===== src/rtl/mem_arb_ctrl_if.sv =====
// ============================================================================
// Module   : mem_arb_ctrl_if
// Brief    : Accessor-side bus bundle for mem_arb_ctrl (flattened per-accessor lanes).
// Revision : 1.0
// ============================================================================
`default_nettype none

interface mem_arb_ctrl_if #(
    parameter int BITSIZE     = 32,
    parameter int ADDR_W      = 32,
    parameter int N_ACCESSORS = 2
);
    logic [N_ACCESSORS*ADDR_W-1:0]  acc_address_i;
    logic [N_ACCESSORS-1:0]         acc_store_i;
    logic [N_ACCESSORS-1:0]         acc_load_i;
    logic [N_ACCESSORS*BITSIZE-1:0] acc_wdata_i;
    logic [N_ACCESSORS*BITSIZE-1:0] acc_rdata_o;
    logic [N_ACCESSORS-1:0]         acc_ready_o;
    logic [N_ACCESSORS-1:0]         acc_done_o;

    modport master (
        output acc_address_i, acc_store_i, acc_load_i, acc_wdata_i,
        input  acc_rdata_o, acc_ready_o, acc_done_o
    );

    modport slave (
        input  acc_address_i, acc_store_i, acc_load_i, acc_wdata_i,
        output acc_rdata_o, acc_ready_o, acc_done_o
    );
endinterface

`default_nettype wire


===== src/rtl/mem_arb_ctrl.sv =====
// ============================================================================
// Module   : mem_arb_ctrl
// Brief    : N-accessor round-robin arbiter onto one word-addressed memory with
//            programmable access latency. Define MEM_ARB_FIXED_PRIO_EN for
//            fixed lowest-index-wins priority instead of round-robin.
// Revision : 1.0
// ============================================================================
`default_nettype none

module mem_arb_ctrl #(
    parameter int BITSIZE     = 32,
    parameter int ADDR_W      = 32,
    parameter int MEM_SIZE    = 16,
    parameter int N_ACCESSORS = 2,
    parameter int LATENCY     = 1
) (
    input  wire logic     clk,
    input  wire logic     reset_i,
    mem_arb_ctrl_if.slave bus
);
    localparam int c_IDX_W = $clog2(MEM_SIZE);
    localparam int c_GNT_W = (N_ACCESSORS > 1) ? $clog2(N_ACCESSORS) : 1;
    localparam int c_CNT_W = (LATENCY > 1) ? $clog2(LATENCY) : 1;
    localparam logic [c_CNT_W-1:0] c_CNT_INIT = c_CNT_W'(LATENCY - 1);

    typedef enum logic [1:0] {
        S_IDLE   = 2'd0,
        S_ACCESS = 2'd1,
        S_DONE   = 2'd2
    } state_t;

    state_t                               r_state;
    state_t                               w_state_nxt;
    logic [c_GNT_W-1:0]                   r_rr_ptr;
    logic [c_GNT_W-1:0]                   r_gnt;
    logic [c_GNT_W-1:0]                   w_gnt;
    logic                                 w_any_req;
    logic [N_ACCESSORS-1:0]               w_req;
    logic                                 r_is_store;
    logic [c_IDX_W-1:0]                   r_idx;
    logic [BITSIZE-1:0]                   r_wdata;
    logic [c_CNT_W-1:0]                   r_cnt;
    logic [BITSIZE-1:0]                   r_mem [MEM_SIZE];
    logic [N_ACCESSORS-1:0][BITSIZE-1:0]  r_rdata;
    logic                                 w_commit;
    logic                                 w_unused;

    assign w_req    = bus.acc_load_i | bus.acc_store_i;
    assign w_commit = (r_state == S_ACCESS) && (r_cnt == '0);
    assign bus.acc_rdata_o = r_rdata;
    // Only the low index bits of each address select a word; the rest wrap.
    assign w_unused = ^bus.acc_address_i;

    // First requester at or after the pointer; a pointer pinned at 0 gives fixed priority.
    always_comb begin : p_grant
        int slot;
        w_gnt     = '0;
        w_any_req = 1'b0;
        slot      = 0;
        for (int k = 0; k < N_ACCESSORS; k++) begin
            slot = int'(r_rr_ptr) + k;
            if (slot >= N_ACCESSORS) begin
                slot = slot - N_ACCESSORS;
            end
            if (!w_any_req && w_req[slot]) begin
                w_any_req = 1'b1;
                w_gnt     = c_GNT_W'(slot);
            end
        end
    end

    always_ff @(posedge clk) begin
        if (reset_i) begin
            r_state <= S_IDLE;
        end else begin
            r_state <= w_state_nxt;
        end
    end

    always_comb begin
        w_state_nxt     = r_state;
        bus.acc_ready_o = '0;
        bus.acc_done_o  = '0;
        case (r_state)
            S_IDLE: begin
                bus.acc_ready_o = '1;
                if (w_any_req) begin
                    w_state_nxt = S_ACCESS;
                end
            end
            S_ACCESS: begin
                if (r_cnt == '0) begin
                    w_state_nxt = S_DONE;
                end
            end
            S_DONE: begin
                bus.acc_done_o[r_gnt] = 1'b1;
                w_state_nxt           = S_IDLE;
            end
            default: begin
                w_state_nxt = S_IDLE;
            end
        endcase
    end

    always_ff @(posedge clk) begin
        if (reset_i) begin
            r_rr_ptr   <= '0;
            r_gnt      <= '0;
            r_is_store <= 1'b0;
            r_idx      <= '0;
            r_wdata    <= '0;
            r_cnt      <= '0;
            r_rdata    <= '0;
        end else begin
            case (r_state)
                S_IDLE: begin
                    if (w_any_req) begin
                        r_gnt      <= w_gnt;
                        r_is_store <= bus.acc_store_i[w_gnt];
                        r_idx      <= bus.acc_address_i[int'(w_gnt)*ADDR_W +: c_IDX_W];
                        r_wdata    <= bus.acc_wdata_i[int'(w_gnt)*BITSIZE +: BITSIZE];
                        r_cnt      <= c_CNT_INIT;
                    end
                end
                S_ACCESS: begin
                    if (r_cnt != '0) begin
                        r_cnt <= r_cnt - 1'b1;
                    end else if (!r_is_store) begin
                        r_rdata[r_gnt] <= r_mem[r_idx];
                    end
                end
                S_DONE: begin
`ifdef MEM_ARB_FIXED_PRIO_EN
                    r_rr_ptr <= '0;
`else
                    if (int'(r_gnt) == N_ACCESSORS - 1) begin
                        r_rr_ptr <= '0;
                    end else begin
                        r_rr_ptr <= r_gnt + 1'b1;
                    end
`endif
                end
                default: begin
                end
            endcase
        end
    end

    // Memory has no reset; reset only suppresses an in-flight commit.
    always_ff @(posedge clk) begin
        if (!reset_i && w_commit && r_is_store) begin
            r_mem[r_idx] <= r_wdata;
        end
    end
endmodule

`default_nettype wire

===== src/flat_wrapper.sv =====
// flat-port wrapper written by rule: the top's interface ports become plain ports
module mem_arb_ctrl_flat 
#(
    parameter int BITSIZE     = 32,
    parameter int ADDR_W      = 32,
    parameter int MEM_SIZE    = 16,
    parameter int N_ACCESSORS = 2,
    parameter int LATENCY     = 1
)
  (clk, reset_i, bus_acc_address_i, bus_acc_store_i, bus_acc_load_i, bus_acc_wdata_i, bus_acc_rdata_o, bus_acc_ready_o, bus_acc_done_o);
  mem_arb_ctrl_if #(.BITSIZE(BITSIZE), .ADDR_W(ADDR_W), .N_ACCESSORS(N_ACCESSORS)) bus_i ();
  input  wire logic clk;
  input  wire logic reset_i;
  input wire logic [$bits(bus_i.acc_address_i)-1:0] bus_acc_address_i;
  input wire logic [$bits(bus_i.acc_store_i)-1:0] bus_acc_store_i;
  input wire logic [$bits(bus_i.acc_load_i)-1:0] bus_acc_load_i;
  input wire logic [$bits(bus_i.acc_wdata_i)-1:0] bus_acc_wdata_i;
  output wire logic [$bits(bus_i.acc_rdata_o)-1:0] bus_acc_rdata_o;
  output wire logic [$bits(bus_i.acc_ready_o)-1:0] bus_acc_ready_o;
  output wire logic [$bits(bus_i.acc_done_o)-1:0] bus_acc_done_o;
  assign bus_i.acc_address_i = bus_acc_address_i;
  assign bus_i.acc_store_i = bus_acc_store_i;
  assign bus_i.acc_load_i = bus_acc_load_i;
  assign bus_i.acc_wdata_i = bus_acc_wdata_i;
  assign bus_acc_rdata_o = bus_i.acc_rdata_o;
  assign bus_acc_ready_o = bus_i.acc_ready_o;
  assign bus_acc_done_o = bus_i.acc_done_o;
  mem_arb_ctrl #(.BITSIZE(BITSIZE), .ADDR_W(ADDR_W), .MEM_SIZE(MEM_SIZE), .N_ACCESSORS(N_ACCESSORS), .LATENCY(LATENCY)) u_core (.clk(clk), .reset_i(reset_i), .bus(bus_i));
endmodule

===== config.mk =====
export PLATFORM = sky130hd
export DESIGN_NAME = mem_arb_ctrl_flat
export DESIGN_NICKNAME = d
export VERILOG_FILES = /design/src/rtl/mem_arb_ctrl_if.sv /design/src/rtl/mem_arb_ctrl.sv /design/src/flat_wrapper.sv
export SDC_FILE = /design/constraint.sdc
export NUM_CORES = 1
export LEC_CHECK = 0
export ABC_AREA = 1
export ABC_CLOCK_PERIOD_IN_PS = 5600
export CORE_ASPECT_RATIO = 0.6
export CORE_MARGIN = 2
export CORE_UTILIZATION = 35
export CTS_CLUSTER_SIZE = 8
export DETAILED_ROUTE_END_ITERATION = 16
export PLACE_DENSITY = 0.55
export RECOVER_POWER = 25
export SLEW_MARGIN = 40
export SYNTH_ARGS = -nofsm -noshare
export SYNTH_HDL_FRONTEND = slang
export SYNTH_SLANG_ARGS = --single-unit

===== constraint.sdc =====
create_clock -name clk -period 5.6 [get_ports clk]
set_clock_uncertainty 0.15 [all_clocks]
set_input_delay 1.12 -clock clk [delete_from_list [all_inputs] [get_ports clk]]
set_output_delay 1.12 -clock clk [all_outputs]
set_load 0.05 [all_outputs]

==> run_results.csv <==
group,metric,value,unit
setup_path,required,4330,ps
grt,antenna_found_initial,0,
drt,drt_iter0_drc,1499,
timing,layout_min_cycle_time,3530,ps
layout,nets,2911,
floorplanning,io_pins,202,
layout,n_antenna_cell,0,
synthesis,ys_seq_area_share,67.2,%
layout,final_cell_mix,"911 x nand2_1, 512 x edfxtp_1, 388 x nand3_1",
layout,drive_gt1_share,6.24,%
timing,hold_viol,0,
layout,area_delta_synth_final,19.9,%
timing,drv_slew,0,
floorplanning,initial_core_util,35.4,%
timing,holdWs,402,ps
grt,grt.overflow.total,0,
drt,ant_nets,0,
floorplanning,rows,77,
outcome,status,"complete, no violations",
setup_path,r2r_cells,10,
synthesis,synth_seq_cells,621,
setup_path,path_max_fanout,5,
clock_tree,cts_tree,"yes",
drt,vias,18400,
setup_path,worst-setup-path-type,"flop to output pin",
clock_tree,htreeDepth,3,
setup_path,endpoint_kind,"output pin",
synthesis,syn_inst,2638,
clock_tree,clkSlewWorstSetupHoldPaths,50,ps
placement,io_buffers,145,
grt,grt_usage,18.3,%
job,cap_violations,0,
synthesis,yosysUniqueCellTypes,24,
power_and_ir_drop,peakVddDrop,0.201,mV
clock_tree,post_cts_buffers,0,
placement,dp_hpwl,41.5,mm
setup_path,rr_endpoint,"u_core.bus.acc_rdata_o[3]$_SDFFE_PP0P_",
clock_tree,hold_buffers,0,
clock_tree,cts_sinks,621,
grt,grt_pass1_vias,17500,
setup_path,crit_end,"bus_acc_done_o[1]",
drt,first_pass_iters,6,
layout,final_common_cell,"nand2_1",
clock_tree,cts-root-buf,"clkbuf_16",
setup_path,critPathLaunchType,"flop",
synthesis,syn_nets,2772,
placement,place_inst,3672,
setup_path,worst-r2r-setup-slack,2410,ps
grt,grt_max_degree,141,
floorplanning,coreArea,73800,µm²
timing,rsz0062_at_grt,"no",
setup_path,crit_arrival,2260,ps
clock_tree,cts_resized,0,
floorplanning,die_area,77000,µm²
clock_tree,cts_buffer_depth,3,
grt,grt_pass1_wl,107,mm
timing,setup_viol_count_final,0,
power_and_ir_drop,leakagePower,0.0129,µW
setup_path,startpoint,"u_core.r_state[1]$_SDFFE_PP0P_",
drt,finalWirelength,71.2,mm
hold_path,hp-class,"flop to flop",
power_and_ir_drop,p_per_area,371,nW/µm²
layout,instances_no_fill,3839,
drt,drcViolationCount,0,
floorplanning,die_h,216,µm
synthesis,avgSynthCellArea,9.91,µm²
layout,n_fill_cell,6964,
floorplanning,die_x,357,µm
timing,fmax,283,MHz
power_and_ir_drop,power.total,11600,µW
drt,routed_via_density,4.80,
clock_tree,cts_made_buffers,87,
timing,maxSlewHeadroom,44.0,%
clock_tree,clkLatencyLatePin,640,ps
placement,place_congestion,0.776,
timing,tightestPinTransition,838,ps
timing,setup_tns,0,ps
synthesis,yosysWarningCount,0,
synthesis,synthesis.area,26100,µm²
timing,post-route-period-util,63.1,%
drt,wl_per_cell,18.5,µm
## state kept, by name, indices dropped and copies added (netlist names), named ones only
signal	flops
u_core.r_wdata	32
u_core.r_mem	512
u_core.r_is_store	1
u_core.r_gnt	1
u_core.r_rr_ptr	1
u_core.r_state	2
u_core.r_idx	4
u_core.bus.acc_rdata_o	64
## through the flow
step	worst slack (ps)	util [%]	area, µm²
final	2070	42.5	31300
after global routing	1950	42.5	31300
after CTS	2040	42.4	31300
after detailed placement	1660	38.9	28700
after global placement	1730	38.4	28400
after floorplan	1860	-	26100
## final cells by class
type	count	area (µm²)	share of cell area (%)
tap	987	1230	3.94
sequential	621	17600	56.0
multi-input combinational	1534	6570	21.0
clock inverter	6	86.3	0.275
timing repair buffer	197	2140	6.84
clock buffer	158	2460	7.86
inverter	336	1280	4.10
## worst min-delay path by stage
stage                              startpoint                              to  slack, ps  cells past startpoint
2_1_floorplan  u_core.r_state[0]$_SDFFE_PP0P_  u_core.r_state[1]$_SDFFE_PP0P_        330                      2
3_3_place_gp   u_core.r_state[0]$_SDFFE_PP0P_  u_core.r_state[1]$_SDFFE_PP0P_        390                      2
3_5_place_dp   u_core.r_is_store$_SDFFE_PP0N_  u_core.r_is_store$_SDFFE_PP0N_        380                      2
4_1_cts        u_core.r_is_store$_SDFFE_PP0N_  u_core.r_is_store$_SDFFE_PP0N_        390                      2
5_1_grt        u_core.r_state[0]$_SDFFE_PP0P_  u_core.r_state[1]$_SDFFE_PP0P_        440                      2
6_report       u_core.r_is_store$_SDFFE_PP0N_  u_core.r_is_store$_SDFFE_PP0N_        400                      2
## logic make-up (layout without fill, tap and decap cells)
logic type,Yosys count,count (layout),share of synthesized area (%)
AO/OA/AOI/OAI,80,80,1.71
AND/OR/NAND/NOR,1454,1454,22.9
flip-flops,621,621,67.2
buffers and inverters,483,697,8.27
## report_power, final
group          switching [µW]  internal (µW)  total (µW)
Clock                    1940           2960        4890
Sequential                225           5180        5410
Combinational             937            408        1340
## worst max-delay path, stage by stage (launching register included)
cell	delay [ps]
dfxtp_1	510
nand2_1	120
nor2_1	160
clkdlybuf4s50_1	850
## metal layers
layer	wire length [µm]	GRT usage (%)
met1	33500	26.9
met2	31200	27.4
met3	5290	3.98
met4	1220	4.79
met5	0	0
## synthesized netlist by cell type
master    instances  share of area, %
o22ai_1           1             0.024
nand2_1         911                13
a31oi_1          36              0.86
inv_1           332               4.8
nor2_4            2             0.086
buf_1            13              0.19
nand3_1         388               7.4
inv_6             1             0.034
o21ai_0          36              0.69
buf_2            70               1.3
dfxtp_1         109               8.3
nor3_1            2             0.038
edfxtp_1        512                59
buf_8             1             0.057
nor4_2            1             0.048
o21ai_1           2             0.038
buf_6            25               1.1
nor2_1          149               2.1
nand3_2           1             0.038
clkbuf_1         22              0.32
clkbuf_2          1             0.019
buf_4            15              0.43
a21oi_1           5             0.096
inv_2             3             0.043
(Power assumes the default switching activity.)
